File: src/rtl/led_scan_if.sv
// Display-side bundle for the LED scan transmitter: segment words and scan
// controls in, serial driver and digit-enable pins out.
interface led_scan_if #(
  parameter int NUM_DIGITS = 4
);
  logic [16*NUM_DIGITS-1:0] seg_data;
  logic                     enable;
  logic                     blank;
  logic                     sclk;
  logic                     sdata;
  logic                     latch;
  logic [NUM_DIGITS-1:0]    digit_en;
  logic                     frame_done;

  modport master (
    output seg_data, enable, blank,
    input  sclk, sdata, latch, digit_en, frame_done
  );

  modport slave (
    input  seg_data, enable, blank,
    output sclk, sdata, latch, digit_en, frame_done
  );
endinterface

File: src/rtl/led_scan_tx.sv
// Serialises one 16-bit segment word per digit into an external shift/latch
// LED driver and lights the digits one at a time in round-robin order.
module led_scan_tx #(
  parameter int NUM_DIGITS = 4,
  parameter int CLK_DIV    = 2,
  parameter int DWELL      = 1000
) (
  input  logic       clk,
  input  logic       rst_n,
  led_scan_if.slave  bus
);

  localparam int IW   = (NUM_DIGITS > 1) ? $clog2(NUM_DIGITS) : 1;
  localparam int DIVW = $clog2(CLK_DIV + 1);
  localparam int DWW  = $clog2(DWELL + 1);

  localparam logic [IW-1:0]         LAST_IDX   = IW'(NUM_DIGITS - 1);
  localparam logic [DIVW-1:0]       DIV_LAST   = DIVW'(CLK_DIV - 1);
  localparam logic [DWW-1:0]        DWELL_LAST = DWW'(DWELL - 1);
  localparam logic [DWW-1:0]        DWELL_PRE  = DWW'((DWELL >= 2) ? (DWELL - 2) : 0);
  localparam logic                  DWELL_ONE  = (DWELL == 1) ? 1'b1 : 1'b0;
  localparam logic [NUM_DIGITS-1:0] DIGIT0     = NUM_DIGITS'(1);

  typedef enum logic [2:0] {
    S_IDLE  = 3'd0,
    S_LOAD  = 3'd1,
    S_SHIFT = 3'd2,
    S_LATCH = 3'd3,
    S_DWELL = 3'd4
  } state_t;

  state_t                state_r;
  logic [IW-1:0]         idx_r;
  logic [14:0]           shreg_r;
  logic [4:0]            bit_cnt_r;
  logic [DIVW-1:0]       div_cnt_r;
  logic [DWW-1:0]        dwell_cnt_r;
  logic                  sclk_r;
  logic                  sdata_r;
  logic                  latch_r;
  logic [NUM_DIGITS-1:0] den_r;
  logic                  frame_done_r;
  logic [15:0]           word_s;

  assign word_s = bus.seg_data[{idx_r, 4'b0000} +: 16];

  // Scan sequencer; every output is decided on the transition into the cycle it describes.
  always_ff @(posedge clk or negedge rst_n) begin
    if (!rst_n) begin
      state_r      <= S_IDLE;
      idx_r        <= '0;
      shreg_r      <= 15'h0000;
      bit_cnt_r    <= 5'd0;
      div_cnt_r    <= '0;
      dwell_cnt_r  <= '0;
      sclk_r       <= 1'b0;
      sdata_r      <= 1'b0;
      latch_r      <= 1'b0;
      den_r        <= '0;
      frame_done_r <= 1'b0;
    end else begin
      case (state_r)
        S_IDLE: begin
          sclk_r       <= 1'b0;
          sdata_r      <= 1'b0;
          latch_r      <= 1'b0;
          den_r        <= '0;
          frame_done_r <= 1'b0;
          state_r      <= bus.enable ? S_LOAD : S_IDLE;
        end
        S_LOAD: begin
          // MSB goes straight to sdata; the register holds the 15 bits still to send.
          shreg_r   <= word_s[14:0];
          sdata_r   <= word_s[15];
          sclk_r    <= 1'b0;
          bit_cnt_r <= 5'd16;
          div_cnt_r <= '0;
          state_r   <= S_SHIFT;
        end
        S_SHIFT: begin
          if (div_cnt_r == DIV_LAST) begin
            div_cnt_r <= '0;
            if (!sclk_r) begin
              sclk_r <= 1'b1;
            end else begin
              sclk_r    <= 1'b0;
              shreg_r   <= {shreg_r[13:0], 1'b0};
              bit_cnt_r <= bit_cnt_r - 5'd1;
              if (bit_cnt_r == 5'd1) begin
                sdata_r <= 1'b0;
                latch_r <= 1'b1;
                state_r <= S_LATCH;
              end else begin
                sdata_r <= shreg_r[14];
              end
            end
          end else begin
            div_cnt_r <= div_cnt_r + DIVW'(1);
          end
        end
        S_LATCH: begin
          if (div_cnt_r == DIV_LAST) begin
            div_cnt_r    <= '0;
            latch_r      <= 1'b0;
            dwell_cnt_r  <= '0;
            den_r        <= DIGIT0 << idx_r;
            frame_done_r <= DWELL_ONE & (idx_r == LAST_IDX);
            state_r      <= S_DWELL;
          end else begin
            div_cnt_r <= div_cnt_r + DIVW'(1);
          end
        end
        S_DWELL: begin
          if (dwell_cnt_r == DWELL_LAST) begin
            den_r        <= '0;
            frame_done_r <= 1'b0;
            idx_r        <= (idx_r == LAST_IDX) ? '0 : (idx_r + IW'(1));
            state_r      <= bus.enable ? S_LOAD : S_IDLE;
          end else begin
            dwell_cnt_r  <= dwell_cnt_r + DWW'(1);
            frame_done_r <= (dwell_cnt_r == DWELL_PRE) && (idx_r == LAST_IDX);
          end
        end
        default: begin
          state_r      <= S_IDLE;
          sclk_r       <= 1'b0;
          sdata_r      <= 1'b0;
          latch_r      <= 1'b0;
          den_r        <= '0;
          frame_done_r <= 1'b0;
        end
      endcase
    end
  end

  assign bus.sclk       = sclk_r;
  assign bus.sdata      = sdata_r;
  assign bus.latch      = latch_r;
  assign bus.frame_done = frame_done_r;
  // blank gates the registered enables directly so it takes effect in the same cycle.
  assign bus.digit_en   = den_r & {NUM_DIGITS{~bus.blank}};

endmodule

File: src/flat_wrapper.sv
// flat-port wrapper written by rule: the top's interface ports become plain ports
module led_scan_tx_flat 
#(
  parameter int NUM_DIGITS = 4,
  parameter int CLK_DIV    = 2,
  parameter int DWELL      = 1000
)
  (clk, rst_n, bus_seg_data, bus_enable, bus_blank, bus_sclk, bus_sdata, bus_latch, bus_digit_en, bus_frame_done);
  led_scan_if #(.NUM_DIGITS(NUM_DIGITS)) bus_i ();
  input  logic clk;
  input  logic rst_n;
  input wire logic [$bits(bus_i.seg_data)-1:0] bus_seg_data;
  input wire logic [$bits(bus_i.enable)-1:0] bus_enable;
  input wire logic [$bits(bus_i.blank)-1:0] bus_blank;
  output wire logic [$bits(bus_i.sclk)-1:0] bus_sclk;
  output wire logic [$bits(bus_i.sdata)-1:0] bus_sdata;
  output wire logic [$bits(bus_i.latch)-1:0] bus_latch;
  output wire logic [$bits(bus_i.digit_en)-1:0] bus_digit_en;
  output wire logic [$bits(bus_i.frame_done)-1:0] bus_frame_done;
  assign bus_i.seg_data = bus_seg_data;
  assign bus_i.enable = bus_enable;
  assign bus_i.blank = bus_blank;
  assign bus_sclk = bus_i.sclk;
  assign bus_sdata = bus_i.sdata;
  assign bus_latch = bus_i.latch;
  assign bus_digit_en = bus_i.digit_en;
  assign bus_frame_done = bus_i.frame_done;
  led_scan_tx #(.NUM_DIGITS(NUM_DIGITS), .CLK_DIV(CLK_DIV), .DWELL(DWELL)) u_core (.clk(clk), .rst_n(rst_n), .bus(bus_i));
endmodule
File: config.mk
export PLATFORM = sky130hd
export DESIGN_NAME = led_scan_tx_flat
export DESIGN_NICKNAME = d
export VERILOG_FILES = /design/src/rtl/led_scan_if.sv /design/src/rtl/led_scan_tx.sv /design/src/flat_wrapper.sv
export SDC_FILE = /design/constraint.sdc
export NUM_CORES = 1
export LEC_CHECK = 0
export ABC_AREA = 1
export CAP_MARGIN = 0
export CORE_ASPECT_RATIO = 0.7
export CORE_MARGIN = 2
export CORE_UTILIZATION = 45
export DETAILED_ROUTE_END_ITERATION = 10
export GPL_ROUTABILITY_DRIVEN = 0
export PLACE_DENSITY = 0.72
export SYNTH_ARGS = -nofsm -noshare
export SYNTH_HDL_FRONTEND = slang
export SYNTH_SLANG_ARGS = --single-unit
File: constraint.sdc
create_clock -name clk -period 1.9 [get_ports clk]
set_input_delay 0.285 -clock clk [delete_from_list [all_inputs] [get_ports clk]]
set_output_delay 0.285 -clock clk [all_outputs]
set_load 0.02 [all_outputs]
Word-level counts from Yosys, hierarchy flattened
Cells that the tools add are included.
Word-level totals
  flip-flop bits (word level): 45
  logic and storage cells: 91
Operators by class
  equality and inequality tests: 15
  shift-type cells: 2
  add/subtract/negate cells: 4
  mux-type cells: 36
  reductions and logical operators: 18
  bitwise operators: 5
Operators with widths (count)
  variable part select 64 x 7 -> 16 bit: 1
  two-way mux 15 bit: 2
  case mux 15 bit (2 select lines): 1
  == test 10 bit (second input constant): 2
  two-way mux 10 bit: 2
  case mux 10 bit (2 select lines): 1
  two-way mux 3 bit: 5
  case mux 3 bit (5 select lines): 1
  case mux 4 bit (3 select lines): 1
  AND reduction 3 bit: 4
  two-way mux 1 bit: 11
  adder 10 x 1 -> 10 bit (second input constant): 1
  two-way mux 5 bit: 2
  inequality test 2 x 1 -> 1 bit (second input constant): 5
  case mux 5 bit (2 select lines): 1
  AND reduction 5 bit: 2
  case mux 1 bit (3 select lines): 3
  two-way mux 4 bit: 2
  OR reduction 2 bit: 4
  == test 3 x 2 -> 1 bit (second input constant): 2
  AND reduction 2 bit: 3
  nonzero test 2 bit: 3
  == test 5 x 1 -> 1 bit (second input constant): 1
  subtractor 5 x 1 -> 5 bit (second input constant): 1
  14 further kinds: 19

Logic depth before layout (Yosys ltp)
  word-level depth: 5
  depth in mapped cells: 9

Least setup slack after synthesis
No wires, ideal clock.
  path kind: flip-flop to flip-flop
  from: register u_core.idx_r[1]
  to: register u_core.idx_r[1]
  data arrival time: 1.276 ns
  path slack: 0.494 ns
  stages on the path, launching flop included: 7
  period minus slack after synthesis: 1.406 ns
  cells stage by stage: dfrtp_1 > buf_2 > clkinv_1 > buf_2 > ha_1 > nand2_1 > o21ai_0
Between the ends
  word-level cells in the longest chain between the ends: 2
  elaborated cells on any way between the ends: 3
  those cells by class: add/sub: 1; eq/ne: 1; mux: 1
Ends and longest elaborated chain
  start, declared: line led_scan_tx.sv:33  | logic [IW-1:0] idx_r;
  start signal, assigned: line led_scan_tx.sv:117  | idx_r <= (idx_r == LAST_IDX) ? '0 : (idx_r + IW'(1));
  adder 2 x 1 -> 2 bit / == test 2 bit (equally long branches)
  two-way mux 2 bit *: line led_scan_tx.sv:117
Mark *: on every way between the ends. The rest lies on a longest branch, timed or not.
A chain may end at the register's enable or synchronous reset.

Worst setup path in the final report
  from: input bus_blank
  to: output bus_digit_en[3]
Between the ends
  word-level cells in the longest chain between the ends: 2
Ends and longest elaborated chain
  start, declared: line flat_wrapper.sv:14  | input wire logic [$bits(bus_i.blank)-1:0] bus_blank;
  inverter 1 bit: line led_scan_tx.sv:141  | assign bus.digit_en = den_r & {NUM_DIGITS{~bus.blank}};
  bitwise AND 4 bit: line led_scan_tx.sv:141
  end, declared: line flat_wrapper.sv:18  | output wire logic [$bits(bus_i.digit_en)-1:0] bus_digit_en;
Every way passes these cells.

==> flow_metrics.py <==
metrics = {
    "outcome": {
        "status": "complete, no violations",
    },
    "routing": {
        "num_vias": 3091,
        "drc": 0,
        "drtIter0Drc": 231,
        "ant_nets": 0,
        "wl_per_cell_um": 13.2,
        "avgViaCountPerCell": 4.97,
        "wirelength_um": 8210,
        "dr.pass1.iters": 4,
    },
    "timing": {
        "final.setup.worst_slack_ns": 0.137,
        "worst_slew_pin_slew_ns": 0.463,
        "finalHoldViolCount": 0,
        "slew_headroom_pct": 69.1,
        "rsz0062_at_grt": "yes",
        "fin_crit_sh_pct": 92.8,
        "setup_tns_ns": 0,
        "timing.hold.ws_ns": 0.381,
        "max_freq_mhz": 567,
        "period_minus_slack_ns": 1.76,
        "final_max_slew_viol_count": 0,
        "finalSetupViolCount": 0,
        "skew_ns": 0.00486,
    },
    "logic_synthesis": {
        "seq_area_frac_synth_pct": 37.8,
        "synth_seq_cells": 45,
        "syn_nets": 542,
        "avgSynthCellArea_um2": 6.40,
        "synth.distinct_cells": 27,
        "syn_area_um2": 2980,
        "yosysWarnings": 0,
        "synthCells": 466,
    },
    "setup_path": {
        "path_buf_inv": 2,
        "path_cells": "clkdlybuf4s50_1 > nor2_1 > clkdlybuf4s50_1",
        "startpoint_type": "input pin",
        "arrival_ns": 1.48,
        "crit_top_cell": "clkdlybuf4s50_1",
        "cpPeakStageDelay_ns": 0.61,
        "critical_path.top_delay_family": "buffers and inverters",
        "end_kind": "output pin",
        "r2r-start": "u_core.dwell_cnt_r[0]",
        "reg2reg_depth": 8,
        "crit_fanout": 4,
        "timing.rr.end": "u_core.den_r[0]",
        "cp.required_ns": 1.62,
        "path_class": "in -> out",
        "ff2ff_setup_slack_ns": 0.20,
        "cp_slowest_cell": "clkdlybuf4s50_1",
    },
    "clocking": {
        "cts_tree": "yes",
        "cts_max_level": 2,
        "cts_buffer_depth": 2,
        "clock_latency_ns": 0.30,
        "clockRootBuffer": "clkbuf_8",
        "clock-sinks": 45,
        "numCtsBuffers": 5,
        "post-cts-setup-buffers": 0,
        "cts.clk_slew.worst_paths_ns": 0.09,
    },
    "cells_and_area": {
        "n_fill_cell": 579,
        "final_area_um2": 3930,
        "diodes": 0,
        "layout-drive-gt1-share_pct": 5.33,
        "area_growth_pct": 31.7,
        "multiInputGateArea_um2": 1630,
        "nets": 619,
        "final_common_cell": "nand2_1",
        "ff_latch_area_um2": 1130,
        "final_cell_mix": "nand2_1, clkdlybuf4s50_1, nand3_1",
    },
    "power_and_ir_drop": {
        "vdd_drop_max_mv": 0.319,
        "total_power_mw": 1.82,
        "powerDensity_nw_per_um2": 465,
        "leakage_nw": 1.99,
    },
    "global_route": {
        "grt_pass1_vias": 2840,
        "gr-total-overflow": 0,
        "grt_pass1_wl_um": 13500,
        "grt_antenna_before_repair": 0,
        "grt_max_degree": 35,
        "grtUsageTotal_pct": 23.6,
    },
    "worst_hold_path": {
        "hold_path.class": "in -> async",
    },
    "floorplanning": {
        "pin_count": 76,
        "core_area_um2": 6310,
        "dieArea_um2": 7300,
        "die_w_um": 101,
        "rows": 24,
        "die_h_um": 72.1,
        "start_util_pct": 47.3,
    },
    "placed_design": {
        "pre_cts_ws_ns": 0.123,
        "io_buffers": 75,
        "place_area_um2": 3810,
        "dp_hpwl_um": 6250,
    },
    "run": {
        "cap_violations": 0,
    },
}
==> worst reg2reg max path: cells and delay by family, from the launching register on <==
kind                     cells  cell delay, ns
AND/OR/NAND/NOR              6            0.86
flip-flops                   1            0.42
adder cells (fa/ha/maj)      1            0.24
buffers and inverters        1            0.07
==> flip-flops by register name, indices dropped and copies added, names as in the netlist, 2 cells and up <==
name / cells
u_core.state_r: 3
u_core.bit_cnt_r: 5
u_core.idx_r: 2
u_core.div_cnt_r: 2
u_core.den_r: 4
u_core.shreg_r: 15
u_core.dwell_cnt_r: 10
==> Yosys cell counts <==
cell,n,area share [%]
ha_1,8,3.4
o21ai_1,1,0.17
o21ai_2,1,0.29
or2_2,1,0.21
clkbuf_1,3,0.38
clkinv_1,2,0.25
and2_1,1,0.21
xor2_1,3,0.88
nand3b_1,1,0.25
nor2_4,1,0.38
inv_1,34,4.3
buf_4,3,0.76
o21ai_0,6,1.0
nand2_2,2,0.42
a21oi_1,3,0.50
nand3_1,68,11
nand2_1,227,29
nand3_2,2,0.67
dfrtp_1,45,38
inv_2,2,0.25
nand4_1,6,1.3
buf_1,2,0.25
buf_2,7,1.2
nor2_1,33,4.2
or2_1,1,0.21
o21bai_1,2,0.50
buf_6,1,0.38
==> cell type report <==
type / count / area share (%)
clock buffers: 7 / 2.45
multi-input cells: 367 / 41.4
well taps: 78 / 2.49
inverters: 38 / 3.63
repair buffers: 86 / 21.2
clock inverters: 1 / 0.128
flip-flops and latches: 45 / 28.7
==> cell families (layout without fill, tap and decap cells) <==
kind of cell             count (synthesis)  in the layout  share of synthesized area (%)
AND/OR/NAND/NOR                        343            343                           47.8
flip-flops                              45             45                           37.8
adder cells (fa/ha/maj)                  8              8                           3.36
buffers and inverters                   54            132                           7.72
AO/OA/AOI/OAI                           13             13                           2.48
XOR/XNOR                                 3              3                          0.882
==> worst max-delay path by stage <==
stage                     slack (ns)  cells past startpoint                   from               to
after floorplan                 0.49                      6        u_core.idx_r[1]  u_core.idx_r[1]
after global placement          0.16                      3              bus_blank  bus_digit_en[0]
after detailed placement        0.12                      3              bus_blank  bus_digit_en[3]
after CTS                       0.12                      3              bus_blank  bus_digit_en[3]
after global routing          -0.005                      8  u_core.dwell_cnt_r[0]  u_core.den_r[2]
final                           0.14                      3              bus_blank  bus_digit_en[3]
==> where the power goes <==
group | leakage [nW] | internal (mW) | switching [mW] | total, mW
clock network | 0.0542 | 0.329 | 0.335 | 0.664
logic | 1.32 | 0.139 | 0.0581 | 0.197
registers | 0.610 | 0.961 | 0.00219 | 0.963
total | 1.99 | 1.43 | 0.395 | 1.82
==> through the flow <==
stage,cells,util [%]
final,622,62.2
after global routing,622,62.2
after global placement,613,60.4
after detailed placement,613,60.4
after CTS,622,62.2
after floorplan,466,-
==> per-layer routing <==
metal | track usage [%] | vias to the layer above | part of all wire, %
li1 | - | 1608 | -
met1 | 35.5 | 1390 | 51
met2 | 34.2 | 85 | 42
met3 | 5.30 | 8 | 6.2
met4 | 6.46 | 0 | 1.1
met5 | 0 | - | 0
==> repair_timing <==
item                                    in CTS  in global routing
hold buffers                                 1                  0
gates resized for setup                      0                  1
endpoints found under the hold margin        9                  0
endpoints found under the setup margin       0                  4
Note: power is estimated with default switching activity, not from simulation.
